### src/rtl/calc_entry_fsm.sv
// Calculator entry FSM: builds decimal operands from keypad strobes, evaluates +/- and drives a
// registered signed-magnitude display. Latency 1 cycle from strobe to outputs; no backpressure.
module calc_entry_fsm #(
  parameter int MAX_DIGITS = 4,
  parameter int MAG_W      = 14
) (
  input  logic             clk,
  input  logic             rst_n,
  input  logic             key_valid,
  input  logic             is_num,
  input  logic             is_op,
  input  logic             is_eq,
  input  logic [3:0]       num_val,
  input  logic [1:0]       op_val,
  output logic [MAG_W-1:0] disp_mag,
  output logic             disp_neg,
  output logic             err,
  output logic [1:0]       op_pending,
  output logic             disp_upd
);

  localparam int CW = $clog2(MAX_DIGITS + 1);
  localparam logic signed [MAG_W+1:0] MAXV = (MAG_W+2)'(10**MAX_DIGITS - 1);

  typedef enum logic [1:0] {S_A, S_B, S_RES, S_ERR} state_t;

  state_t                  state_q, state_d;
  logic signed [MAG_W:0]   a_q, a_d;
  logic [MAG_W-1:0]        b_q, b_d;
  logic [CW-1:0]           cnt_q, cnt_d;
  logic                    b_seen_q, b_seen_d;
  logic signed [MAG_W:0]   r_q, r_d;
  logic [1:0]              op_q, op_d;
  logic [MAG_W-1:0]        mag_q, mag_d;
  logic                    neg_q, neg_d;
  logic                    err_q, err_d;
  logic                    upd_q, upd_d;

  logic                    k_num, k_op, k_eq, one_key, dig_ok, ovf;
  logic [MAG_W-1:0]        d_ext, cur, appended;
  logic [CW-1:0]           cnt_next, cnt_first;
  logic signed [MAG_W+1:0] a_w, b_w, sum;
  logic signed [MAG_W:0]   sum_n, shown, abs_v;

  always_comb begin
    one_key  = ({is_num, is_op, is_eq} == 3'b100) || ({is_num, is_op, is_eq} == 3'b010) ||
               ({is_num, is_op, is_eq} == 3'b001);
    k_num    = key_valid && one_key && is_num && (num_val <= 4'd9);
    k_op     = key_valid && one_key && is_op && ((op_val == 2'd1) || (op_val == 2'd2));
    k_eq     = key_valid && one_key && is_eq;
    d_ext    = MAG_W'(num_val);
    // In S_A the operand being typed is always non-negative, so its low bits are the magnitude
    cur      = (state_q == S_A) ? a_q[MAG_W-1:0] : b_q;
    dig_ok   = cnt_q < CW'(MAX_DIGITS);
    appended = cur * MAG_W'(10) + d_ext;
    cnt_next = ((num_val == 4'd0) && (cur == '0)) ? cnt_q : cnt_q + CW'(1);
    cnt_first = (num_val == 4'd0) ? CW'(0) : CW'(1);
    a_w      = {a_q[MAG_W], a_q};
    b_w      = {2'b00, b_q};
    sum      = (op_q == 2'd2) ? a_w - b_w : a_w + b_w;
    ovf      = (sum > MAXV) || (sum < -MAXV);
    sum_n    = sum[MAG_W:0];

    state_d  = state_q;
    a_d      = a_q;
    b_d      = b_q;
    cnt_d    = cnt_q;
    b_seen_d = b_seen_q;
    r_d      = r_q;
    op_d     = op_q;

    case (state_q)
      S_A: begin
        if (k_num && dig_ok) begin
          a_d   = {1'b0, appended};
          cnt_d = cnt_next;
        end else if (k_op) begin
          op_d     = op_val;
          b_d      = '0;
          cnt_d    = '0;
          b_seen_d = 1'b0;
          state_d  = S_B;
        end
      end
      S_B: begin
        if (k_num && dig_ok) begin
          b_d      = appended;
          cnt_d    = cnt_next;
          b_seen_d = 1'b1;
        end else if (k_op) begin
          if (!b_seen_q) begin
            op_d = op_val;
          end else if (ovf) begin
            op_d    = 2'd0;
            state_d = S_ERR;
          end else begin
            a_d      = sum_n;
            b_d      = '0;
            cnt_d    = '0;
            b_seen_d = 1'b0;
            op_d     = op_val;
          end
        end else if (k_eq) begin
          op_d = 2'd0;
          if (!b_seen_q) begin
            r_d     = a_q;
            state_d = S_RES;
          end else if (ovf) begin
            state_d = S_ERR;
          end else begin
            r_d     = sum_n;
            state_d = S_RES;
          end
        end
      end
      S_RES: begin
        if (k_num) begin
          a_d     = {1'b0, d_ext};
          cnt_d   = cnt_first;
          state_d = S_A;
        end else if (k_op) begin
          a_d      = r_q;
          op_d     = op_val;
          b_d      = '0;
          cnt_d    = '0;
          b_seen_d = 1'b0;
          state_d  = S_B;
        end
      end
      default: begin
        if (k_num) begin
          a_d     = {1'b0, d_ext};
          cnt_d   = cnt_first;
          state_d = S_A;
        end
      end
    endcase

    // Display is derived from the next state so it lands on the same edge as the key
    err_d = 1'b0;
    case (state_d)
      S_ERR: begin
        shown = '0;
        err_d = 1'b1;
      end
      S_RES:   shown = r_d;
      S_B:     shown = b_seen_d ? {1'b0, b_d} : a_d;
      default: shown = a_d;
    endcase
    abs_v = shown[MAG_W] ? -shown : shown;
    mag_d = abs_v[MAG_W-1:0];
    neg_d = shown[MAG_W];
    upd_d = (mag_d != mag_q) || (neg_d != neg_q) || (err_d != err_q);
  end

  always_ff @(posedge clk) begin
    if (!rst_n) begin
      state_q  <= S_A;
      a_q      <= '0;
      b_q      <= '0;
      cnt_q    <= '0;
      b_seen_q <= 1'b0;
      r_q      <= '0;
      op_q     <= 2'd0;
      mag_q    <= '0;
      neg_q    <= 1'b0;
      err_q    <= 1'b0;
      upd_q    <= 1'b0;
    end else begin
      state_q  <= state_d;
      a_q      <= a_d;
      b_q      <= b_d;
      cnt_q    <= cnt_d;
      b_seen_q <= b_seen_d;
      r_q      <= r_d;
      op_q     <= op_d;
      mag_q    <= mag_d;
      neg_q    <= neg_d;
      err_q    <= err_d;
      upd_q    <= upd_d;
    end
  end

  assign disp_mag   = mag_q;
  assign disp_neg   = neg_q;
  assign err        = err_q;
  assign op_pending = op_q;
  assign disp_upd   = upd_q;

endmodule

### config.mk
export PLATFORM = sky130hd
export DESIGN_NAME = calc_entry_fsm
export DESIGN_NICKNAME = d
export VERILOG_FILES = /design/src/rtl/calc_entry_fsm.sv
export SDC_FILE = /design/constraint.sdc
export NUM_CORES = 1
export LEC_CHECK = 0
export ABC_AREA = 1
export CORE_MARGIN = 2
export CORE_UTILIZATION = 50
export DETAILED_ROUTE_END_ITERATION = 7
export DONT_BUFFER_PORTS = 1
export PLACE_DENSITY_LB_ADDON = 0.12
export REMOVE_ABC_BUFFERS = 1
export SLEW_MARGIN = 20
export SYNTH_ARGS = -nofsm -noshare
export SYNTH_HDL_FRONTEND = slang
export SYNTH_SLANG_ARGS = --single-unit
### constraint.sdc
create_clock -name clk -period 15 [get_ports clk]
set_input_delay 4.5 -clock clk [delete_from_list [all_inputs] [get_ports clk]]
set_output_delay 4.5 -clock clk [all_outputs]
set_load 0.01 [all_outputs]
# Word-level counts from Yosys, hierarchy flattened
# Cells that the tools add are included.
[word_totals]
ff_bits = 69
in_bits = 12
wordCells = 132
[classes]
n_addsub = 5
mul = 1
magnitude_cmp = 4
eq_ne = 21
mux = 69
n_reduce_logical = 21
[op_table]
columns = ["op", "count"]
rows = [
  ["2-to-1 mux 15 bit", 15],
  ["2-to-1 mux 14 bit", 9],
  ["one-hot mux 15 bit (3 select lines)", 2],
  ["one-hot mux 14 bit (3 select lines)", 1],
  ["2-to-1 mux 2 bit", 17],
  ["2-to-1 mux 3 bit", 9],
  ["adder 15 x 15 -> 16 bit", 1],
  ["> comparator 16 x 15 -> 1 bit, second input constant", 1],
  ["less-than comparator 16 x 15 -> 1 bit, second input constant", 1],
  ["2-to-1 mux 16 bit", 1],
  ["subtractor 15 x 15 -> 16 bit", 1],
  ["adder 14 x 4 -> 14 bit", 1],
  ["logical NOT 14 bit", 1],
  ["multiplier 14 x 3 -> 13 bit, second input constant", 1],
  ["inequality test 14 bit", 1],
  ["negation 14 bit", 1],
  ["inequality test 3 bit, second input constant", 4],
  ["one-hot mux 2 bit (3 select lines)", 2],
  ["2-to-1 mux 1 bit", 11],
  ["== test 2 bit, second input constant", 5],
  ["one-hot mux 3 bit (3 select lines)", 1],
  ["logical AND 1 bit", 8],
  ["== test 2 x 1 -> 1 bit, second input constant", 3],
  ["logical OR 1 bit", 6],
  ["15 further kinds", 18],
]

# Longest topological paths before layout
[depth]
ltp_word = 17
mapped_depth = 49
ltp_nobuf = 48

# Worst setup path after synthesis
# Ideal clock, no wire load.
[synth_timing]
kind = "input to register"
startpoint = "input port is_eq"
endpoint = "register upd_q (netlist: disp_upd)"
setup_time_ns = 0.128
t_arrival_ns = 7.297
required_ns = 14.872
path_slack_ns = 7.575
stages = 31
n_path_buf = 0
path_cell_list = "inv_1 > nand4_1 > a21oi_1 > clkinv_1 > nor2_2 > inv_1 > nor2_1 > inv_1 > a21oi_1 > nor3_1 > nand2_1 > nand2_1 > nand2_1 > nand3_1 > nand3_2 > nand2_2 > ha_1 > inv_1 > nand2_1 > nand2_1 > nand2_1 > nand2_1 > nand2_1 > nor2_1 > nand2_1 > nor2_1 > nand2_1 > nor2_1 > nand3_1 > nor2_1 > nor2_1"
[synth_between]
elab_chain_cells = 16
[synth_rtl]
columns = ["item", "line", "rtl"]
rows = [
  ["from (decl)", "12", "input logic is_eq,"],
  ["== test 3 bit / == test 3 x 2 -> 1 bit (equally long branches)", "46", "one_key = ({is_num, is_op, is_eq} == 3'b100) || ({is_num, is_op, is_eq} == 3'b010) ||"],
  ["logical OR 1 bit (2 in a row)", "46", ""],
  ["logical AND 1 bit", "48, 49, 50", ""],
  ["logical AND 1 bit (on tied branches)", "50, 48, 49", ""],
  ["2-to-1 mux 2 bit, or another cell as far along", "103", "end else if (k_eq) begin"],
  ["2-to-1 mux 2 bit, or another cell as far along", "90", "end else if (k_op) begin"],
  ["2-to-1 mux 2 bit, or another cell as far along", "86", "if (k_num && dig_ok) begin"],
  ["one-hot mux 2 bit (3 select lines), or another cell as far along", "72", "case (state_q)"],
  ["== test 2 x 1 -> 1 bit, or another cell as far along", "141", "case (state_d)"],
  ["one-hot mux 15 bit (3 select lines)", "141", ""],
  ["negation 14 bit", "150", "abs_v = shown[MAG_W] ? -shown : shown;"],
  ["2-to-1 mux 14 bit", "150", ""],
  ["inequality test 14 bit", "153", "upd_d = (mag_d != mag_q) || (neg_d != neg_q) || (err_d != err_q);"],
  ["logical OR 1 bit", "153", ""],
  ["logical OR 1 bit (*)", "153", ""],
  ["to (signal assigned)", "180", "upd_q <= upd_d;"],
  ["to (decl)", "37", "logic upd_q, upd_d;"],
]
# Mark *: on every way between the ends. The rest lies on a longest branch, timed or not.
# A chain may end at the register's enable or synchronous reset.

# Final worst setup path
# Same ends and word-level chain as after synthesis.

==> results.py <==
metrics = {
    "logic_synthesis": {
        "ys_warn_count": 0,
        "yosysSeqAreaShare": 0.165,
        "syn_area_mm2": 0.00836,
        "synth_cells": 1429,
        "synth_ff_type": "dfxtp_1",
        "synth_compound_area_frac": 0.163,
        "synth_top_family_by_area": "simple AND/OR/NAND/NOR gates",
        "synthAdderAreaFrac": 0.0731,
        "synth-xor-area-share": 0.0350,
        "ys_ff_latch": 69,
        "ys_types": 53,
        "synth_top_area_cell": "nand2_1",
        "synth_edf_count": 0,
        "async_flop_share": 0,
        "synth-simple-area-share": 0.449,
        "synthMuxAreaShare": 0,
        "synth.avg_cell_area_um2": 5.85,
        "synth_top_area_share": 0.185,
        "ys_top_cells_by_area": "nand2_1, dfxtp_1, nand3_1",
    },
    "cells_and_area": {
        "fill_cells": 1759,
        "nets": 1455,
        "mostFrequentLayoutCells": "nand2_1, inv_1, nor2_1, nand3_1, o21ai_0",
        "instances_no_fill": 1621,
        "area_growth_pct": 4.13,
        "diodes": 0,
        "regArea_mm2": 0.00138,
        "multi_input_area_mm2": 0.00602,
        "layout.cells.most_common": "nand2_1",
        "final_area_mm2": 0.00870,
        "drive_gt1_frac": 0.0942,
    },
    "sta": {
        "layout_min_cycle_time_ns": 9.42,
        "drv_slew": 0,
        "tightest_slew_ns": 1.05,
        "tns_ns": 0,
        "clock_skew_ns": 0.00759,
        "timing.final.ws_setup_ns": 5.58,
        "max_freq_mhz": 106,
        "hold_violations": 0,
        "final-setup-viol-count": 0,
        "fin_crit_sh": 0.628,
        "max-slew-margin-rel": 0.297,
        "rsz0062_at_grt": "no",
    },
    "power": {
        "ir_drop_mv": 0.0631,
        "power-per-cell-area_mw_per_mm2": 73.5,
        "p_leak_nw": 4.34,
    },
    "cts": {
        "cts_post_setup_buffers_inserted": 0,
        "ctsResizeCount": 0,
        "path_clk_slew_ns": 0.06,
        "cts_made_buffers": 9,
        "cts_buffer_depth": 2,
        "cts_sinks": 69,
        "clk_latency_ns": 0.36,
        "postCtsHoldBufs": 0,
        "cts_tree": "yes",
        "cts_root_buf": "clkbuf_16",
        "htreeDepth": 3,
    },
    "grt": {
        "grt_pass1_vias": 8334,
        "grt_max_degree": 67,
        "grt_overflow": 0,
        "antenna_found_initial": 0,
        "grt_pass1_wl_mm": 42.5,
        "grt_usage": 0.300,
    },
    "setup_path": {
        "worst_setup_path_start_kind": "primary input",
        "endpoint_kind": "flip-flop",
        "worstSetupPathType": "in2reg",
        "crit_path_max_fanout": 19,
        "required_ns": 15.22,
        "worstPathArrival_ns": 9.64,
    },
    "placement": {
        "gp_congestion": 0.932,
        "place_area_mm2": 0.00839,
        "place_inst": 1605,
        "dp_slack_ns": 5.40,
        "port_buffers": 0,
        "hpwl_mm": 21.1,
    },
    "detailed_routing": {
        "first_pass_iters": 5,
        "via_count": 9263,
        "antenna_left": 0,
        "avgRoutedWirePerCell_um": 16.7,
        "vias_per_cell": 5.71,
        "dr.first_iter.drc_count": 959,
        "wirelength_mm": 27.0,
        "drc": 0,
    },
    "die": {
        "ioPinCount": 31,
        "fp.dieArea_mm2": 0.0178,
        "die_y_um": 133,
        "start_util": 0.508,
        "die_x_um": 133,
        "rows": 47,
        "placeableCoreArea_mm2": 0.0165,
    },
    "run_status": {
        "status": "completed",
    },
    "flow_run": {
        "maxCapViolCount": 0,
    },
    "worst_hold_path": {
        "min_path_type": "reg2reg",
    },
}
## metal layers
layer	vias to the layer above	global-route usage	wire, um
li1	4586	-	-
met1	4228	0.406	12200
met2	366	0.474	11800
met3	83	0.0464	1710
met4	0	0.131	1230
met5	-	0	0
## state kept, by name (all words and copies together) (netlist names)
register / flops
a_q: 15
b_q: 14
b_seen_q: 1
cnt_q: 3
disp_mag: 14
disp_neg: 1
disp_upd: 1
err: 1
op_pending: 2
r_q: 15
state_q: 2
## worst max-delay path, stage by stage
cell	delay [ns]
inv_1	0.05
nand4_1	0.13
a21oi_1	0.73
clkinv_1	0.83
nor2_2	0.54
buf_4	0.31
o211ai_2	0.12
nand2_4	0.25
clkinv_2	0.25
nand2_1	0.15
nand3_1	0.09
nand3_2	0.14
nand2_2	0.10
ha_1	0.24
inv_1	0.08
nand2_1	0.05
nand2_1	0.10
nand2_1	0.07
nand2_1	0.07
nand2_1	0.05
nor2_1	0.10
nand2_1	0.05
nor2_1	0.16
nand2_1	0.07
nor2_1	0.16
nand3_1	0.10
nor2_1	0.09
nor2_1	0.04
## through the flow
step / util / hold WS (ns) / power [mW]
2_1_floorplan: - / 0.468 / 0.358
3_3_place_gp: 0.510 / 0.489 / 0.408
3_5_place_dp: 0.510 / 0.486 / 0.410
4_1_cts: 0.529 / 0.499 / 0.637
5_1_grt: 0.529 / 0.538 / 0.670
6_report: 0.529 / 0.504 / 0.640
## kinds of logic (layout without fill, tap and decap cells)
logic type      count (synthesis)  after routing
buf+inv                       226            198
fa+ha+maj                      47             47
flops                          69             69
compound gates                238            238
xor+xnor                       31             31
simple gates                  818            818
## cell type report
type / count / area share
multi-input combinational: 1134 / 0.691
sequential: 69 / 0.159
inverter: 174 / 0.0758
tap: 220 / 0.0316
clock buffer: 11 / 0.0290
timing repair buffer: 8 / 0.00690
clock inverter: 5 / 0.00676
## cells in the mapped netlist, types with 2 or more instances
master	instances
nor2_4	5
nand4_1	17
buf_1	4
a21oi_1	84
nand2_8	2
o21a_1	12
clkinv_1	5
nor2_1	135
o211ai_1	9
o21ai_0	89
a211oi_1	8
o2111ai_1	2
fa_1	3
o21ai_1	10
nand2_4	8
nand3_2	21
nand2_2	30
nor4_1	3
inv_1	155
buf_2	9
o21bai_1	3
nand3b_1	15
buf_4	5
ha_1	44
inv_2	12
nand2_1	412
xor2_1	25
nand3_1	133
nor2_2	12
o22ai_1	5
a21oi_2	5
o221a_2	2
clkbuf_1	25
dfxtp_1	69
buf_6	8
nor3_1	23
xnor2_1	4
## final timing paths
path	start	end	slack, ns	cells past startpoint
min reg2reg	b_q[10]	b_q[10]	0.50	2
max	is_eq	disp_upd	5.58	28
max reg2reg	b_q[0]	disp_upd	8.51	45
min	b_q[10]	b_q[10]	0.50	2
## power breakdown
group / internal [mW] / leakage (nW) / switching [mW] / total, mW
clock network: 0.138 / 0.148 / 0.0927 / 0.230
logic: 0.0653 / 3.64 / 0.150 / 0.216
registers: 0.187 / 0.558 / 0.00654 / 0.194
total: 0.391 / 4.34 / 0.249 / 0.640
(Power assumes the default switching activity.)
